<file path="src/rtl/uart_tx_cfg.sv">
// uart_tx_cfg -- configurable UART transmitter with a small transmit FIFO.
//
// Bytes pushed with data_valid are queued in a FIFO_DEPTH-entry FIFO. The
// transmitter pops one entry per frame. At the moment of the pop it snapshots
// the data and the line configuration (bit period, parity mode, stop bits).
// Because of this snapshot, configuration changes made while a frame is on the
// line only take effect from the next frame.
//
// Build option: define UART_TX_PARITY_EN to enable the parity bit. Without it
// the parity_mode input is ignored and every frame is sent without parity.
//
// Parameters
//   DATA_BITS   data bits per frame (5..8)
//   FIFO_DEPTH  transmit FIFO entries (power of two, >= 2)
// Ports
//   clk           rising-edge clock
//   reset         asynchronous active-high reset
//   data_valid    push request; data sampled on the same edge
//   data          word to transmit
//   clks_per_bit  bit period in clk cycles (values below 2 act as 2)
//   parity_mode   00/11 none, 01 even, 10 odd
//   two_stop      1 = two stop bits
//   tx            serial output, idle high (registered)
//   busy          frame in progress or FIFO not empty
//   full          FIFO holds FIFO_DEPTH entries
//   done          one-cycle pulse during the last stop-bit cycle of a frame
//   overflow      one-cycle pulse after a push was dropped because FIFO was full
module uart_tx_cfg #(
  parameter int DATA_BITS  = 8,
  parameter int FIFO_DEPTH = 4
) (
  input  logic                 clk,
  input  logic                 reset,
  input  logic                 data_valid,
  input  logic [DATA_BITS-1:0] data,
  input  logic [15:0]          clks_per_bit,
  input  logic [1:0]           parity_mode,
  input  logic                 two_stop,
  output logic                 tx,
  output logic                 busy,
  output logic                 full,
  output logic                 done,
  output logic                 overflow
);
  localparam int PW = $clog2(FIFO_DEPTH);
  localparam int IW = $clog2(DATA_BITS);
  localparam logic [IW-1:0] LAST_BIT = IW'(DATA_BITS - 1);
  localparam logic [PW:0]   DEPTH    = (PW+1)'(FIFO_DEPTH);

`ifdef UART_TX_PARITY_EN
  typedef enum logic [2:0] {IDLE = 3'd0, START = 3'd1, DATA = 3'd2, PARITY = 3'd3, STOP = 3'd4} state_t;
`else
  typedef enum logic [2:0] {IDLE = 3'd0, START = 3'd1, DATA = 3'd2, STOP = 3'd4} state_t;
`endif

  state_t state_reg, state_next;

  // FIFO storage and bookkeeping
  logic [DATA_BITS-1:0] mem [FIFO_DEPTH];
  logic [PW-1:0]        wr_ptr_reg, rd_ptr_reg;
  logic [PW:0]          count_reg;
  logic                 empty, push, pop;

  // Per-frame snapshot and bit timing
  logic [DATA_BITS-1:0] frame_data_reg;
  logic [15:0]          cpb_last_reg;   // bit period minus one
  logic                 two_stop_reg;
  logic [15:0]          cnt_reg;
  logic [IW-1:0]        bit_idx_reg;
  logic                 stop_idx_reg;
  logic                 bit_last, stop_end;
  logic                 tx_next, done_next;

  assign empty = (count_reg == '0);
  assign full  = (count_reg == DEPTH);
  assign push  = data_valid && !full;
  assign busy  = (state_reg != IDLE) || !empty;

  assign bit_last = (cnt_reg == cpb_last_reg);
  // The final stop bit is the first one with one stop bit, else the second.
  assign stop_end = (state_reg == STOP) && bit_last && (stop_idx_reg || !two_stop_reg);

`ifdef UART_TX_PARITY_EN
  logic [1:0] parity_reg;
  logic       parity_on, parity_bit;
  assign parity_on  = (parity_reg == 2'b01) || (parity_reg == 2'b10);
  assign parity_bit = (parity_reg == 2'b10) ? ~(^frame_data_reg) : ^frame_data_reg;
`else
  logic unused_parity_mode;
  assign unused_parity_mode = ^parity_mode;
`endif

  // FIFO write port (no reset: contents are only meaningful below count)
  always_ff @(posedge clk) begin
    if (push) mem[wr_ptr_reg] <= data;
  end

  always_ff @(posedge clk or posedge reset) begin
    if (reset) begin
      wr_ptr_reg <= '0;
      rd_ptr_reg <= '0;
      count_reg  <= '0;
      overflow   <= 1'b0;
    end else begin
      if (push) wr_ptr_reg <= wr_ptr_reg + 1'b1;
      if (pop)  rd_ptr_reg <= rd_ptr_reg + 1'b1;
      case ({push, pop})
        2'b10:   count_reg <= count_reg + 1'b1;
        2'b01:   count_reg <= count_reg - 1'b1;
        default: ;
      endcase
      // Judged on the pre-edge full flag, so a pop on the same edge does
      // not rescue the dropped push.
      overflow <= data_valid && full;
    end
  end

  // State register
  always_ff @(posedge clk or posedge reset) begin
    if (reset) state_reg <= IDLE;
    else       state_reg <= state_next;
  end

  // Next-state logic; a pop always coincides with entry into START
  always_comb begin
    state_next = state_reg;
    pop        = 1'b0;
    case (state_reg)
      IDLE: begin
        if (!empty) begin
          state_next = START;
          pop        = 1'b1;
        end
      end
      START: if (bit_last) state_next = DATA;
      DATA: begin
        if (bit_last && (bit_idx_reg == LAST_BIT)) begin
`ifdef UART_TX_PARITY_EN
          state_next = parity_on ? PARITY : STOP;
`else
          state_next = STOP;
`endif
        end
      end
`ifdef UART_TX_PARITY_EN
      PARITY: if (bit_last) state_next = STOP;
`endif
      STOP: begin
        if (stop_end) begin
          if (!empty) begin
            state_next = START;
            pop        = 1'b1;
          end else begin
            state_next = IDLE;
          end
        end
      end
      default: state_next = IDLE;
    endcase
  end

  // Output decode; tx and done are registered below
  always_comb begin
    tx_next   = 1'b1;
    done_next = 1'b0;
    case (state_reg)
      START:  tx_next = 1'b0;
      DATA:   tx_next = frame_data_reg[bit_idx_reg];
`ifdef UART_TX_PARITY_EN
      PARITY: tx_next = parity_bit;
`endif
      STOP:   done_next = stop_end;
      default: ;
    endcase
  end

  always_ff @(posedge clk or posedge reset) begin
    if (reset) begin
      tx   <= 1'b1;
      done <= 1'b0;
    end else begin
      tx   <= tx_next;
      done <= done_next;
    end
  end

  // Frame snapshot and bit/cycle counters
  always_ff @(posedge clk or posedge reset) begin
    if (reset) begin
      frame_data_reg <= '0;
      cpb_last_reg   <= 16'd1;
      two_stop_reg   <= 1'b0;
      cnt_reg        <= '0;
      bit_idx_reg    <= '0;
      stop_idx_reg   <= 1'b0;
`ifdef UART_TX_PARITY_EN
      parity_reg     <= 2'b00;
`endif
    end else if (pop) begin
      frame_data_reg <= mem[rd_ptr_reg];
      cpb_last_reg   <= (clks_per_bit < 16'd2) ? 16'd1 : (clks_per_bit - 16'd1);
      two_stop_reg   <= two_stop;
      cnt_reg        <= '0;
      bit_idx_reg    <= '0;
      stop_idx_reg   <= 1'b0;
`ifdef UART_TX_PARITY_EN
      parity_reg     <= parity_mode;
`endif
    end else if (state_reg != IDLE) begin
      if (bit_last) begin
        cnt_reg <= '0;
        if (state_reg == DATA) bit_idx_reg  <= bit_idx_reg + 1'b1;
        if (state_reg == STOP) stop_idx_reg <= ~stop_idx_reg;
      end else begin
        cnt_reg <= cnt_reg + 16'd1;
      end
    end
  end

endmodule

</file>
<file path="config.mk">
export PLATFORM = sky130hd
export DESIGN_NAME = uart_tx_cfg
export DESIGN_NICKNAME = d
export VERILOG_FILES = /design/src/rtl/uart_tx_cfg.sv
export SDC_FILE = /design/constraint.sdc
export NUM_CORES = 1
export LEC_CHECK = 0
export CAP_MARGIN = 20
export CORE_UTILIZATION = 50
export CTS_CLUSTER_DIAMETER = 80
export DETAILED_ROUTE_END_ITERATION = 8
export PLACE_DENSITY = 0.7
export SYNTH_ARGS = -nofsm -noshare
export SYNTH_HDL_FRONTEND = slang
export SYNTH_SLANG_ARGS = --single-unit
export TNS_END_PERCENT = 5
</file>
<file path="constraint.sdc">
create_clock -name clk -period 3.69 [get_ports clk]
set_input_delay 0.738 -clock clk [delete_from_list [all_inputs] [get_ports clk]]
set_output_delay 0.738 -clock clk [all_outputs]
set_load 0.01 [all_outputs]
</file>
==> flow_metrics.env <==
export IMPL_r2r_cells=11
export IMPL_overflow=0
export IMPL_switching_share=0.3059
export IMPL_slew_headroom=0.5042
export IMPL_gp_congestion=0.8158
export IMPL_crit_chain="or3_1, nor2_2, inv_2, clkdlybuf4s50_1"
export IMPL_critPathBufInv=2
export IMPL_synth_seq_cells=90
export IMPL_cp_data_required_time_ps=2950
export IMPL_async_flop_share=0.6444
export IMPL_rsz0062_at_grt="false"
export IMPL_final_hold_viol_count=0
export IMPL_cts_resized=0
export IMPL_cp_slowest_cell="clkdlybuf4s50_1"
export IMPL_status="completed"
export IMPL_pwr_share_comb=0.186
export IMPL_timing_rr_start="cnt_reg[12]"
export IMPL_wl_per_cell_microns=15.98
export IMPL_start_util=0.5209
export IMPL_cts_tree="built"
export IMPL_clockPowerShare=0.274
export IMPL_ant_nets=0
export IMPL_hpwl_microns=5872
export IMPL_arrival_ps=2360
export IMPL_io_pins=35
export IMPL_coreArea_sq_um=8806
export IMPL_syn_area_sq_um=4587
export IMPL_grt_pass1_vias=2866
export IMPL_p_int_uw=1693
export IMPL_synthDistinctLibCells=53
export IMPL_drt_pass1_iter_count=4
export IMPL_drt_iter0_drc=113
export IMPL_num_rows=34
export IMPL_clk_latency_ps=370
export IMPL_p_sw_uw=746.4
export IMPL_cts_setup_buffers=0
export IMPL_ys_flop_type="dfrtp_1"
export IMPL_cts_sinks=90
export IMPL_ys_seq_area_frac=0.5265
export IMPL_diodes=0
export IMPL_setup_viol=0
export IMPL_worst_path_stages=4
export IMPL_grt_max_degree=59
export IMPL_end_kind="output pin"
export IMPL_die_area_sq_um=9561
export IMPL_critPathKind="reg2out"
export IMPL_fin_skew_ps=17.70
export IMPL_worst_pin_slew_ps=743.6
export IMPL_fin_setup_tns_ps=0
export IMPL_slowest_delay_ps=510
export IMPL_hold_start="count_reg[0]"
export IMPL_grt_usage=0.1913
export IMPL_yosys_warnings=0
export IMPL_clockRootBuffer="clkbuf_8"
export IMPL_maxSlewViolCount=0
export IMPL_cts_buffers=9
export IMPL_antenna_found_initial=0
export IMPL_syn_area_per_cell_sq_um=12.50
export IMPL_maxCapViolCount=0
export IMPL_die_h_microns=97.78
export IMPL_period_needed_ps=3094
export IMPL_post_route_period_util=0.8386
export IMPL_hold_buffers=0
export IMPL_crit_start="count_reg[0]"
export IMPL_path_clk_slew_ps=100
export IMPL_hold_path_class="reg2reg"
export IMPL_vias=2874
export IMPL_synth_edf_count=32
export IMPL_sequentialPowerShare=0.540
export IMPL_largest_reg_flops=32
export IMPL_wirelength_microns=8263
export IMPL_synthToLayoutAreaGrowth_pct=13.50
export IMPL_finalNetCount=444
export IMPL_port_buffers=32
export IMPL_syn_inst=367
export IMPL_pwr_density_cell_nw_per_um2=468.6
export IMPL_cp_start_kind="flop"
export IMPL_cp_max_fo=8
export IMPL_cts_buffer_depth=2
export IMPL_drive_above_1_share=0.1736
export IMPL_drcViolationCount=0
export IMPL_power_uw=2439
export IMPL_peakVddDrop_uv=362.2
export IMPL_critPathTopFamily="simple AND/OR/NAND/NOR gates"
export IMPL_htreeDepth=3
export IMPL_grt_pass1_wl_microns=14250
export IMPL_synth_fp_nets=407
export IMPL_die_w_microns=97.78
export IMPL_fmax_mhz=323.2
export IMPL_whs_path_depth=1
export IMPL_leakage_uw=0.002080
export IMPL_avgViaCountPerCell=5.559
-- metal layers --
layer	up-vias	part of all wire	GRT usage
met4	0	0.011	0.06410
met3	9	0.030	0.03508
met1	1428	0.50	0.2733
met5	-	0	0
met2	47	0.46	0.2979
li1	1390	-	-
-- cells by family after synthesis --
family,synth area share
mux,0.1337
xor+xnor,0.07638
fa+ha+maj,0.02891
compound gates,0.05565
buf+inv,0.03109
flops,0.5265
simple gates,0.1478
-- through the flow --
step	std cells	setup slack (ps)	hold slack, ps	utilization	instance area (sq um)
6_report	517	595.7	513.3	0.5912	5206
5_1_grt	517	500.8	531.5	0.5912	5206
4_1_cts	517	583.2	511.8	0.5912	5206
3_5_place_dp	501	754.9	496.5	0.5679	5001
3_3_place_gp	501	767.1	488.7	0.5679	5001
2_1_floorplan	367	982.1	459.4	-	4587
-- layout by cell type (no fill, tap or decap), types with 3 or more instances in the layout --
cell type / instances
inv_1: 17
o211ai_1: 4
xnor2_1: 15
nor3_1: 9
edfxtp_1: 32
and2_1: 3
buf_4: 4
nor2_1: 33
mux4_2: 10
mux2_1: 3
clkbuf_8: 9
nor4_2: 4
xor2_1: 25
ha_1: 9
or4_1: 3
clkdlybuf4s50_1: 32
a21oi_1: 10
dfrtp_1: 56
nor2b_1: 5
nand2_1: 23
and3_1: 9
o21ai_0: 13
nand3_1: 8
mux2_2: 3
mux2_4: 20
or3_1: 5
nand2b_1: 3
-- synth_stat cells, types with 8 or more instances --
cell type	number	area [sq um]
nor2_1	33	123.9
nand2_1	23	86.33
nor3_1	9	45.04
a21oi_1	10	50.05
nand3_1	8	40.04
inv_1	18	67.56
dfrtp_1	56	1401
xnor2_1	15	131.4
mux2_4	20	300.3
and3_1	9	56.30
ha_1	9	112.6
mux4_2	10	225.2
edfxtp_1	32	960.9
xor2_1	25	219.0
o21ai_0	13	65.06
-- final timing paths --
path / slack, ps / to
max in group asynchronous: 2300 / frame_data_reg[4]
worst min-delay path: 510 / count_reg[0]
worst max-delay path: 600 / busy
worst max register to register: 910 / count_reg[2]
min in group asynchronous: 890 / wr_ptr_reg[0]
worst min register to register: 510 / count_reg[0]
-- power by group through the flow --
stage / clock network [uW] / registers (uW) / logic, uW
2_1_floorplan: 0 / 1290 / 347
3_3_place_gp: 0 / 1330 / 439
3_5_place_dp: 0 / 1340 / 460
4_1_cts: 687 / 1320 / 462
5_1_grt: 726 / 1340 / 516
6_report: 670 / 1320 / 454
-- final cells by class --
cell class              instances  area, sq um
well taps                     108        135.1
multi-input cells             248         2029
fillers                       708         3600
clock buffers                   9        123.9
repair buffers                 36        350.3
clock inverters                 7        81.33
inverters                      19        71.32
flip-flops and latches         90         2415
No activity file was read; power rests on OpenSTA's default activity.
